## src/rtl/mem_loader.sv

```systemverilog
// UART-to-BRAM load/dump engine: assembles MSB-first bytes into 32-bit writes and streams words back as bytes.
// Optional trailing XOR checksum on load, enabled by defining MEM_LOADER_CHECKSUM_EN.
module mem_loader #(
  parameter int ADDR_W = 8,
  parameter int DATA_W = 32
) (
  input  logic              clk,
  input  logic              i_rst_n,
  input  logic              i_start_load,
  input  logic              i_start_dump,
  input  logic [8:0]        i_word_count,
  input  logic [7:0]        i_rx_data,
  input  logic              i_rx_valid,
  output logic [7:0]        o_tx_data,
  output logic              o_tx_valid,
  input  logic              i_tx_ready,
  output logic              o_mem_we,
  output logic [ADDR_W-1:0] o_mem_addr,
  output logic [DATA_W-1:0] o_mem_wdata,
  input  logic [DATA_W-1:0] i_mem_rdata,
  output logic              o_busy,
  output logic              o_done,
  output logic              o_chk_err
);

  typedef enum logic [2:0] {
    S_IDLE      = 3'd0,
    S_LOAD      = 3'd1,
`ifdef MEM_LOADER_CHECKSUM_EN
    S_LOAD_CHK  = 3'd2,
`endif
    S_DUMP_ADDR = 3'd3,
    S_DUMP_WAIT = 3'd4,
    S_DUMP_SEND = 3'd5,
    S_DONE      = 3'd6
  } state_t;

  localparam logic [ADDR_W-1:0] IDX_ONE = 1;

  state_t              state_q, state_d;
  logic [ADDR_W-1:0]   idx_q, idx_d;
  logic [8:0]          rem_q, rem_d;
  logic [DATA_W-1:0]   asm_q, asm_d;
  logic [1:0]          bcnt_q, bcnt_d;
  logic                we_q, we_d;
  logic [DATA_W-1:0]   wdata_q, wdata_d;
  logic [DATA_W-1:0]   word_q, word_d;
  logic [1:0]          tcnt_q, tcnt_d;
  logic [7:0]          tx_byte;
`ifdef MEM_LOADER_CHECKSUM_EN
  logic [7:0]          csum_q, csum_d;
  logic                chk_err_q, chk_err_d;
`endif

  always_ff @(posedge clk) begin
    if (!i_rst_n) begin
      state_q   <= S_IDLE;
      idx_q     <= '0;
      rem_q     <= '0;
      asm_q     <= '0;
      bcnt_q    <= '0;
      we_q      <= 1'b0;
      wdata_q   <= '0;
      word_q    <= '0;
      tcnt_q    <= '0;
`ifdef MEM_LOADER_CHECKSUM_EN
      csum_q    <= '0;
      chk_err_q <= 1'b0;
`endif
    end else begin
      state_q   <= state_d;
      idx_q     <= idx_d;
      rem_q     <= rem_d;
      asm_q     <= asm_d;
      bcnt_q    <= bcnt_d;
      we_q      <= we_d;
      wdata_q   <= wdata_d;
      word_q    <= word_d;
      tcnt_q    <= tcnt_d;
`ifdef MEM_LOADER_CHECKSUM_EN
      csum_q    <= csum_d;
      chk_err_q <= chk_err_d;
`endif
    end
  end

  always_comb begin
    state_d = state_q;
    idx_d   = idx_q;
    rem_d   = rem_q;
    asm_d   = asm_q;
    bcnt_d  = bcnt_q;
    we_d    = 1'b0;
    wdata_d = wdata_q;
    word_d  = word_q;
    tcnt_d  = tcnt_q;
`ifdef MEM_LOADER_CHECKSUM_EN
    csum_d    = csum_q;
    chk_err_d = chk_err_q;
`endif
    case (state_q)
      S_IDLE: begin
        if (i_start_load || i_start_dump) begin
          idx_d  = '0;
          asm_d  = '0;
          bcnt_d = '0;
          tcnt_d = '0;
          rem_d  = (i_word_count > 9'd256) ? 9'd256 : i_word_count;
`ifdef MEM_LOADER_CHECKSUM_EN
          csum_d    = '0;
          chk_err_d = 1'b0;
`endif
          if (i_word_count == 9'd0) state_d = S_DONE;
          else if (i_start_load)    state_d = S_LOAD;
          else                      state_d = S_DUMP_ADDR;
        end
      end
      S_LOAD: begin
        // Index advances at the end of the write cycle so o_mem_addr can mirror it directly.
        if (we_q) idx_d = idx_q + IDX_ONE;
        if (i_rx_valid && rem_q != 9'd0) begin
          asm_d  = {asm_q[DATA_W-9:0], i_rx_data};
          bcnt_d = bcnt_q + 2'd1;
`ifdef MEM_LOADER_CHECKSUM_EN
          csum_d = csum_q ^ i_rx_data;
`endif
          if (bcnt_q == 2'd3) begin
            we_d    = 1'b1;
            wdata_d = asm_d;
            rem_d   = rem_q - 9'd1;
          end
        end
        // rem_q reaches zero only during the final write cycle.
        if (rem_q == 9'd0) begin
`ifdef MEM_LOADER_CHECKSUM_EN
          if (i_rx_valid) begin
            chk_err_d = (i_rx_data != csum_q);
            state_d   = S_DONE;
          end else begin
            state_d = S_LOAD_CHK;
          end
`else
          state_d = S_DONE;
`endif
        end
      end
`ifdef MEM_LOADER_CHECKSUM_EN
      S_LOAD_CHK: begin
        if (i_rx_valid) begin
          chk_err_d = (i_rx_data != csum_q);
          state_d   = S_DONE;
        end
      end
`endif
      S_DUMP_ADDR: state_d = S_DUMP_WAIT;
      S_DUMP_WAIT: begin
        word_d  = i_mem_rdata;
        tcnt_d  = '0;
        state_d = S_DUMP_SEND;
      end
      S_DUMP_SEND: begin
        if (i_tx_ready) begin
          tcnt_d = tcnt_q + 2'd1;
          if (tcnt_q == 2'd3) begin
            idx_d   = idx_q + IDX_ONE;
            rem_d   = rem_q - 9'd1;
            state_d = (rem_q == 9'd1) ? S_DONE : S_DUMP_ADDR;
          end
        end
      end
      S_DONE:  state_d = S_IDLE;
      default: state_d = S_IDLE;
    endcase
  end

  always_comb begin
    case (tcnt_q)
      2'd0:    tx_byte = word_q[DATA_W-1:DATA_W-8];
      2'd1:    tx_byte = word_q[DATA_W-9:DATA_W-16];
      2'd2:    tx_byte = word_q[DATA_W-17:DATA_W-24];
      default: tx_byte = word_q[DATA_W-25:DATA_W-32];
    endcase
  end

  assign o_mem_we    = we_q;
  assign o_mem_addr  = idx_q;
  assign o_mem_wdata = wdata_q;
  assign o_tx_valid  = (state_q == S_DUMP_SEND);
  assign o_tx_data   = o_tx_valid ? tx_byte : 8'h00;
  assign o_busy      = (state_q != S_IDLE) && (state_q != S_DONE);
  assign o_done      = (state_q == S_DONE);
`ifdef MEM_LOADER_CHECKSUM_EN
  assign o_chk_err   = chk_err_q;
`else
  assign o_chk_err   = 1'b0;
`endif

endmodule

```

## config.mk

```make
export PLATFORM = sky130hd
export DESIGN_NAME = mem_loader
export DESIGN_NICKNAME = d
export VERILOG_FILES = /design/src/rtl/mem_loader.sv
export SDC_FILE = /design/constraint.sdc
export NUM_CORES = 1
export LEC_CHECK = 0
export BUFFER_PORTS_ARGS = -buffer_cell sky130_fd_sc_hd__buf_4
export CORE_AREA = 2 2 101 103
export CTS_CLUSTER_SIZE = 16
export DETAILED_ROUTE_END_ITERATION = 16
export DIE_AREA = 0 0 103 105
export PLACE_DENSITY = 0.8
export SLEW_MARGIN = 15
export SYNTH_ARGS = -nofsm -noshare
export SYNTH_HDL_FRONTEND = slang
export SYNTH_SLANG_ARGS = --single-unit
```

## constraint.sdc

```tcl
create_clock -name clk -period 2.35 [get_ports clk]
set_clock_uncertainty 0.15 [all_clocks]
set_input_delay 0.235 -clock clk [delete_from_list [all_inputs] [get_ports clk]]
set_output_delay 0.235 -clock clk [all_outputs]
set_load 0.02 [all_outputs]
```

# After elaboration in Yosys (flattened, before gate mapping)

Cells that the tools add are included.

Flip-flop bits (word level): 113
Latch bits: 0
Bits in writable memories: 0
Memory bits (read-only): 0
Input port bits: 55
Output and inout bits: 53
Word-level logic and storage cells: 82
Memories: 0

Add/sub/neg operators: 4
Multipliers: 0
Div/mod/pow operators: 0
Order comparisons: 1
Eq/ne operators: 18
Shifts and indexed selects: 0
Muxes and demuxes: 31
Bitwise operators: 0
Reductions and logical operators: 19

Operators by type and width:

| kind                                                 | count |
|---|---|
| two-way mux 9 bit                                    | 6 |
| two-way mux 24 bit                                   | 2 |
| one-hot mux 24 bit (2 select lines)                  | 1 |
| one-hot mux 8 bit (3 select lines)                   | 2 |
| two-way mux 8 bit                                    | 5 |
| one-hot mux 9 bit (3 select lines)                   | 1 |
| zero test 9 bit                                      | 2 |
| two-way mux 3 bit                                    | 6 |
| one-hot mux 3 bit (5 select lines)                   | 1 |
| AND reduction 3 bit                                  | 4 |
| != test 2 bit, second input constant                 | 5 |
| equality test 3 bit, second input constant           | 3 |
| equality test 9 x 1 -> 1 bit, second input constant  | 1 |
| greater-than comparator 9 bit, second input constant | 1 |
| nonzero test 3 bit                                   | 3 |
| nonzero test 9 bit                                   | 1 |
| subtractor 9 x 1 -> 9 bit, second input constant     | 1 |
| adder 8 x 1 -> 8 bit, second input constant          | 1 |
| two-way mux 2 bit                                    | 4 |
| equality test 2 bit, second input constant           | 3 |
| one-hot mux 2 bit (3 select lines)                   | 1 |
| AND reduction 6 bit                                  | 1 |
| AND reduction 5 bit                                  | 1 |
| adder 2 x 1 -> 2 bit, second input constant          | 2 |
| other kinds (13)                                     | 15 |

# Longest topological paths before layout

Word-level depth: 5
Depth in mapped cells: 8
Gate-level depth less buffers: 7

# Worst setup path after synthesis

Ideal clock, no wire load.

Path kind: reg2reg
From: register tcnt_q[0]
To: register rem_q[2]
Library setup time: 0.116 ns
Arrival time: 1.618 ns
Data required time: 2.084 ns
Setup slack: 0.465 ns
Stages on the path, launching flop included: 8
Path buffers: 1
Period minus slack after synthesis: 1.885 ns
Cell sequence: dfxtp_1 -> ha_1 -> buf_4 -> a21boi_0 -> o22ai_1 -> o311ai_4 -> a311o_1 -> o211a_1

Word-level cells in the longest chain between the ends: 3

RTL lines:

| what                                    | RTL line | source |
|---|---|---|
| start, declared                         | 48       | `logic [1:0] tcnt_q, tcnt_d;` |
| start signal, assigned                  | 79       | `tcnt_q <= tcnt_d;` |
| equality test 2 bit                     | 164      | `if (tcnt_q == 2'd3) begin` |
| != test 2 x 1 -> 1 bit (no source line) | n/a      |  |
| AND reduction 6 bit (no source line)    | n/a      |  |
| end signal, assigned                    | 73       | `rem_q <= rem_d;` |
| end, declared                           | 42       | `logic [8:0] rem_q, rem_d;` |

Every way passes these cells.
A chain may end at the register's enable or synchronous reset.

# Final worst setup path

From: register tcnt_q[1]
To: output port o_tx_data[2]

Word-level cells in the longest chain between the ends: 3
Elaborated cells between the ends (all ways): 5
Those cells by class: eq/ne (2); mux (2); reduce/logical (1)

RTL lines:

| what                                        | RTL line | source |
|---|---|---|
| equality test 2 bit (tied with other cells) | 177      | `case (tcnt_q)` |
| one-hot mux 8 bit (3 select lines) *        | 177      |  |
| two-way mux 8 bit *                         | 189      | `assign o_tx_data = o_tx_valid ? tx_byte : 8'h00;` |
| end, declared                               | 14       | `output logic [7:0] o_tx_data,` |

Mark *: on every way between the ends. The rest lies on a longest branch, timed or not.

==> run summary <==
Flop-to-flop setup slack: 0.15 ns
Worst Tran Pin Value: 0.6373 ns
Largest net degree at the start of global routing: 112
Share of the yosys chip area belonging to registers: 44.32%
Die area: 0.01082 mm2
Reg-to-reg startpoint: tcnt_q[0]$_SDFFE_PN0P_
Post-synth top area share: 44.32%
#FFs+latches synth: 113
Area leader, netlist: dfxtp_1
Area growth syn-to-layout: 38.69%
Gate power share: 30.4%
Min setup slack post-route: -0.05644 ns
Clk Latency, worst-skew pair: 0.51 ns
Final Max Tran Viols: 0
GR Util met3: 6.355%
Distinct cell type count after synthesis: 56
VDD IR max: 0.8031 mV
Place WS: 0.2073 ns
Dpl hpwl: 8.409 mm
Rel. slew slack: 57.23%
Drt pass-1 iters: 5
CTS sink count: 113
Final WL: 14.43 mm
Global-route usage over all layers: 26.80%
DRT antenna net count: 0
Nature of the critical path endpoint: primary output
Internal Power: 0.004285 W
Crit path time final: 2.406 ns
Yosys Warn Count: 0
Met1 usage: 32.58%
CP Launch Type: flop
Initial DRC Count: 337
Clock power share: 34.9%
CTS H-tree depth: 4
Final Setup Violations: 4
Status: finished with violations
Sequential share of power: 34.7%
Post-Synth Simple-Gate Area: 24.64%
Failing checks: negative setup slack
Number of global-route vias before repair: 4891
Critical Path Source: tcnt_q[1]$_SDFFE_PN0P_
Leak: 2.797 nW
Max_cap viols: 0
Multiplexer share of the synthesized area: 0.5884%
Initial antenna violation count: 0
Met2 usage: 44.43%
Async SR Flop Fraction: 0%
Syn Area/Cell: 8.114 um2
Class of the worst hold path: in2reg
Critical Path AT: 2.02 ns
Switching pwr: 0.002555 W
Num CTS Buffers: 17
Hold_sp: i_word_count[6]
Post-Syn Area: 0.005104 mm2
Clock Pin Slew Worst Setup and Hold Paths: 0.06 ns
R2R Path End: o_mem_addr[1]$_SDFFE_PN0P_
Initial Utilization: 52.95%
Sw Ratio: 37.35%
Net Count, Synth: 693
Core area: 0.009639 mm2
Post-Synth Adder-Cell Area: 2.206%
Cells after Synth: 629
R2r worst-path depth: 7
CP Max Fanout: 8
Setup Crit Path Kind: reg2out
Fin crit share: 102.4%
Power per cell area: 966.4 mW/mm2
Top cells by area, synth: dfxtp_1, nand2_1, a21boi_0
Critical path capture point: o_tx_data[2]
Die H: 105 um
Overflow left after global routing: 0
Post-synthesis compound-gate area fraction: 21.33%
Post-Synth XOR/XNOR Area: 1.544%
Worst Path Required: 1.97 ns
DRC viols: 0
RSZ-0062 raised after global routing: true
Via count: 5011
Routed len/inst: 15.72 um
IO Port Bufs: 106
Fmax: 415.6 MHz
Root buf cell: clkbuf_8
Largest family of logic cells by synthesized area: simple AND/OR/NAND/NOR gates
First-pass GRT wire length: 23.19 mm
Most used DFF post-synth: dfxtp_1
CTS tree: done
GP Congestion: 0.8372
Via density per instance: 5.459
Gr busiest metal: met2
Hold Vio Cnt, Final: 0
DP Area: 0.005956 mm2
Fin nets: 835
Standard-cell rows: 36
Post-synth EDFFs: 0
Longest Clk Path Bufs: 2
Chip Width: 103 um
Ports: 108
Layout cell share with drive strength beyond 1: 22.32%
Fin area: 0.007078 mm2
layer usage:
layer / up-vias / part of all wire (%)
li1: 2444 / -
met1: 2330 / 41
met2: 192 / 50
met3: 45 / 5.9
met4: 0 / 3.0
met5: - / 0
layout by cell type, fill, tap and decap left out, types with 6 or more instances in the layout:
master | synthesis | routed
a211oi_1 | 6 | 6
nand2_1 | 167 | 167
buf_4 | 5 | 121
dfxtp_1 | 113 | 109
inv_6 | 0 | 7
a222oi_1 | 8 | 8
nand3_1 | 54 | 54
inv_1 | 8 | 6
o21ai_0 | 7 | 7
ha_1 | 9 | 6
a21boi_0 | 75 | 75
xnor2_1 | 9 | 9
clkbuf_16 | 0 | 16
nor2_1 | 41 | 41
dlygate4sd3_1 | 0 | 48
a21oi_1 | 20 | 20
power by group through the flow:
stage	Combinational [W]	Sequential (W)	Clock, W
6_report	0.00208	0.00238	0.00239
2_1_floorplan	0.00152	0.00232	0
5_1_grt	0.00228	0.00240	0.00253
3_3_place_gp	0.00189	0.00238	0
3_5_place_dp	0.00193	0.00240	0
4_1_cts	0.00202	0.00236	0.00241
worst min-delay path by stage:
stage,end,slack [ns],cells past startpoint
after floorplan,asm_q[0]$_SDFFE_PN0P_,0.21,2
after global placement,o_mem_wdata[25]$_SDFFE_PN0P_,0.30,2
after detailed placement,o_mem_wdata[13]$_SDFFE_PN0P_,0.31,2
after CTS,rem_q[6]$_SDFFE_PN0P_,0.01,5
after global routing,rem_q[6]$_SDFFE_PN0P_,0.05,5
final,rem_q[6]$_SDFFE_PN0P_,0.03,5
stage by stage:
| stage | TNS, ns | total power [W] | instances | utilization (%) | hold WS [ns] |
|---|---|---|---|---|---|
| 2_1_floorplan | 0 | 0.003845 | 629 | - | 0.2080 |
| 3_3_place_gp | 0 | 0.004277 | 834 | 61.79 | 0.3004 |
| 3_5_place_dp | 0 | 0.004330 | 834 | 61.79 | 0.3065 |
| 4_1_cts | -0.03940 | 0.006797 | 916 | 73.20 | 0.01165 |
| 5_1_grt | -0.5693 | 0.007204 | 917 | 73.40 | 0.04882 |
| 6_report | -0.1609 | 0.006840 | 918 | 73.43 | 0.02655 |
cells by family after synthesis:
group           Yosys count
simple gates            291
compound gates          145
flops                   113
buf+inv                  58
fa+ha+maj                 9
xor+xnor                  9
mux                       3
other cells               1
cell type report:
type                       instances  area [um2]
clock inverter                    15       142.6
clock buffer                      17       414.1
antenna                            1       2.502
tap                              133       166.4
fill                             712        2561
multi-input combinational        458        2620
sequential                       113        2272
inverter                          10       40.04
timing repair buffer             171        1420
state kept, by name (all words and copies together), names as in the netlist:
register	count
asm_q	24
word_q	32
tcnt_q	2
bcnt_q	2
o_mem_we	1
o_mem_addr	8
o_mem_wdata	32
state_q	3
rem_q	9
repair_timing:
item | 4_1_cts | 5_1_grt
buffers inserted | 2 | 1
gates resized for setup | 13 | 5
endpoints found under the hold margin | 56 | 0
gates cloned | 0 | 0
hold buffers | 48 | 0
pin swaps | 3 | 7
endpoints found under the setup margin | 8 | 40
cells in the mapped netlist (all sizes together), types with 3 or more instances:
master	instances
a211oi	6
a21boi	75
a21oi	20
a222oi	8
a31oi	5
and2	3
and3	3
buf	22
clkbuf	25
dfxtp	113
ha	9
inv	8
mux2i	3
nand2	167
nand3	54
nor2	41
nor2b	4
nor3	6
o21a	3
o21ai	9
xnor2	9
worst max-delay path, stage by stage, from the launching register on:
cell and delay [ns]:
dfxtp_4 0.35, buf_4 0.15, ha_4 0.19, a222oi_1 0.35, nor2_1 0.12, a21oi_1 0.14, nor2_1 0.05, buf_4 0.15
No activity file was read; power rests on OpenSTA's default activity.
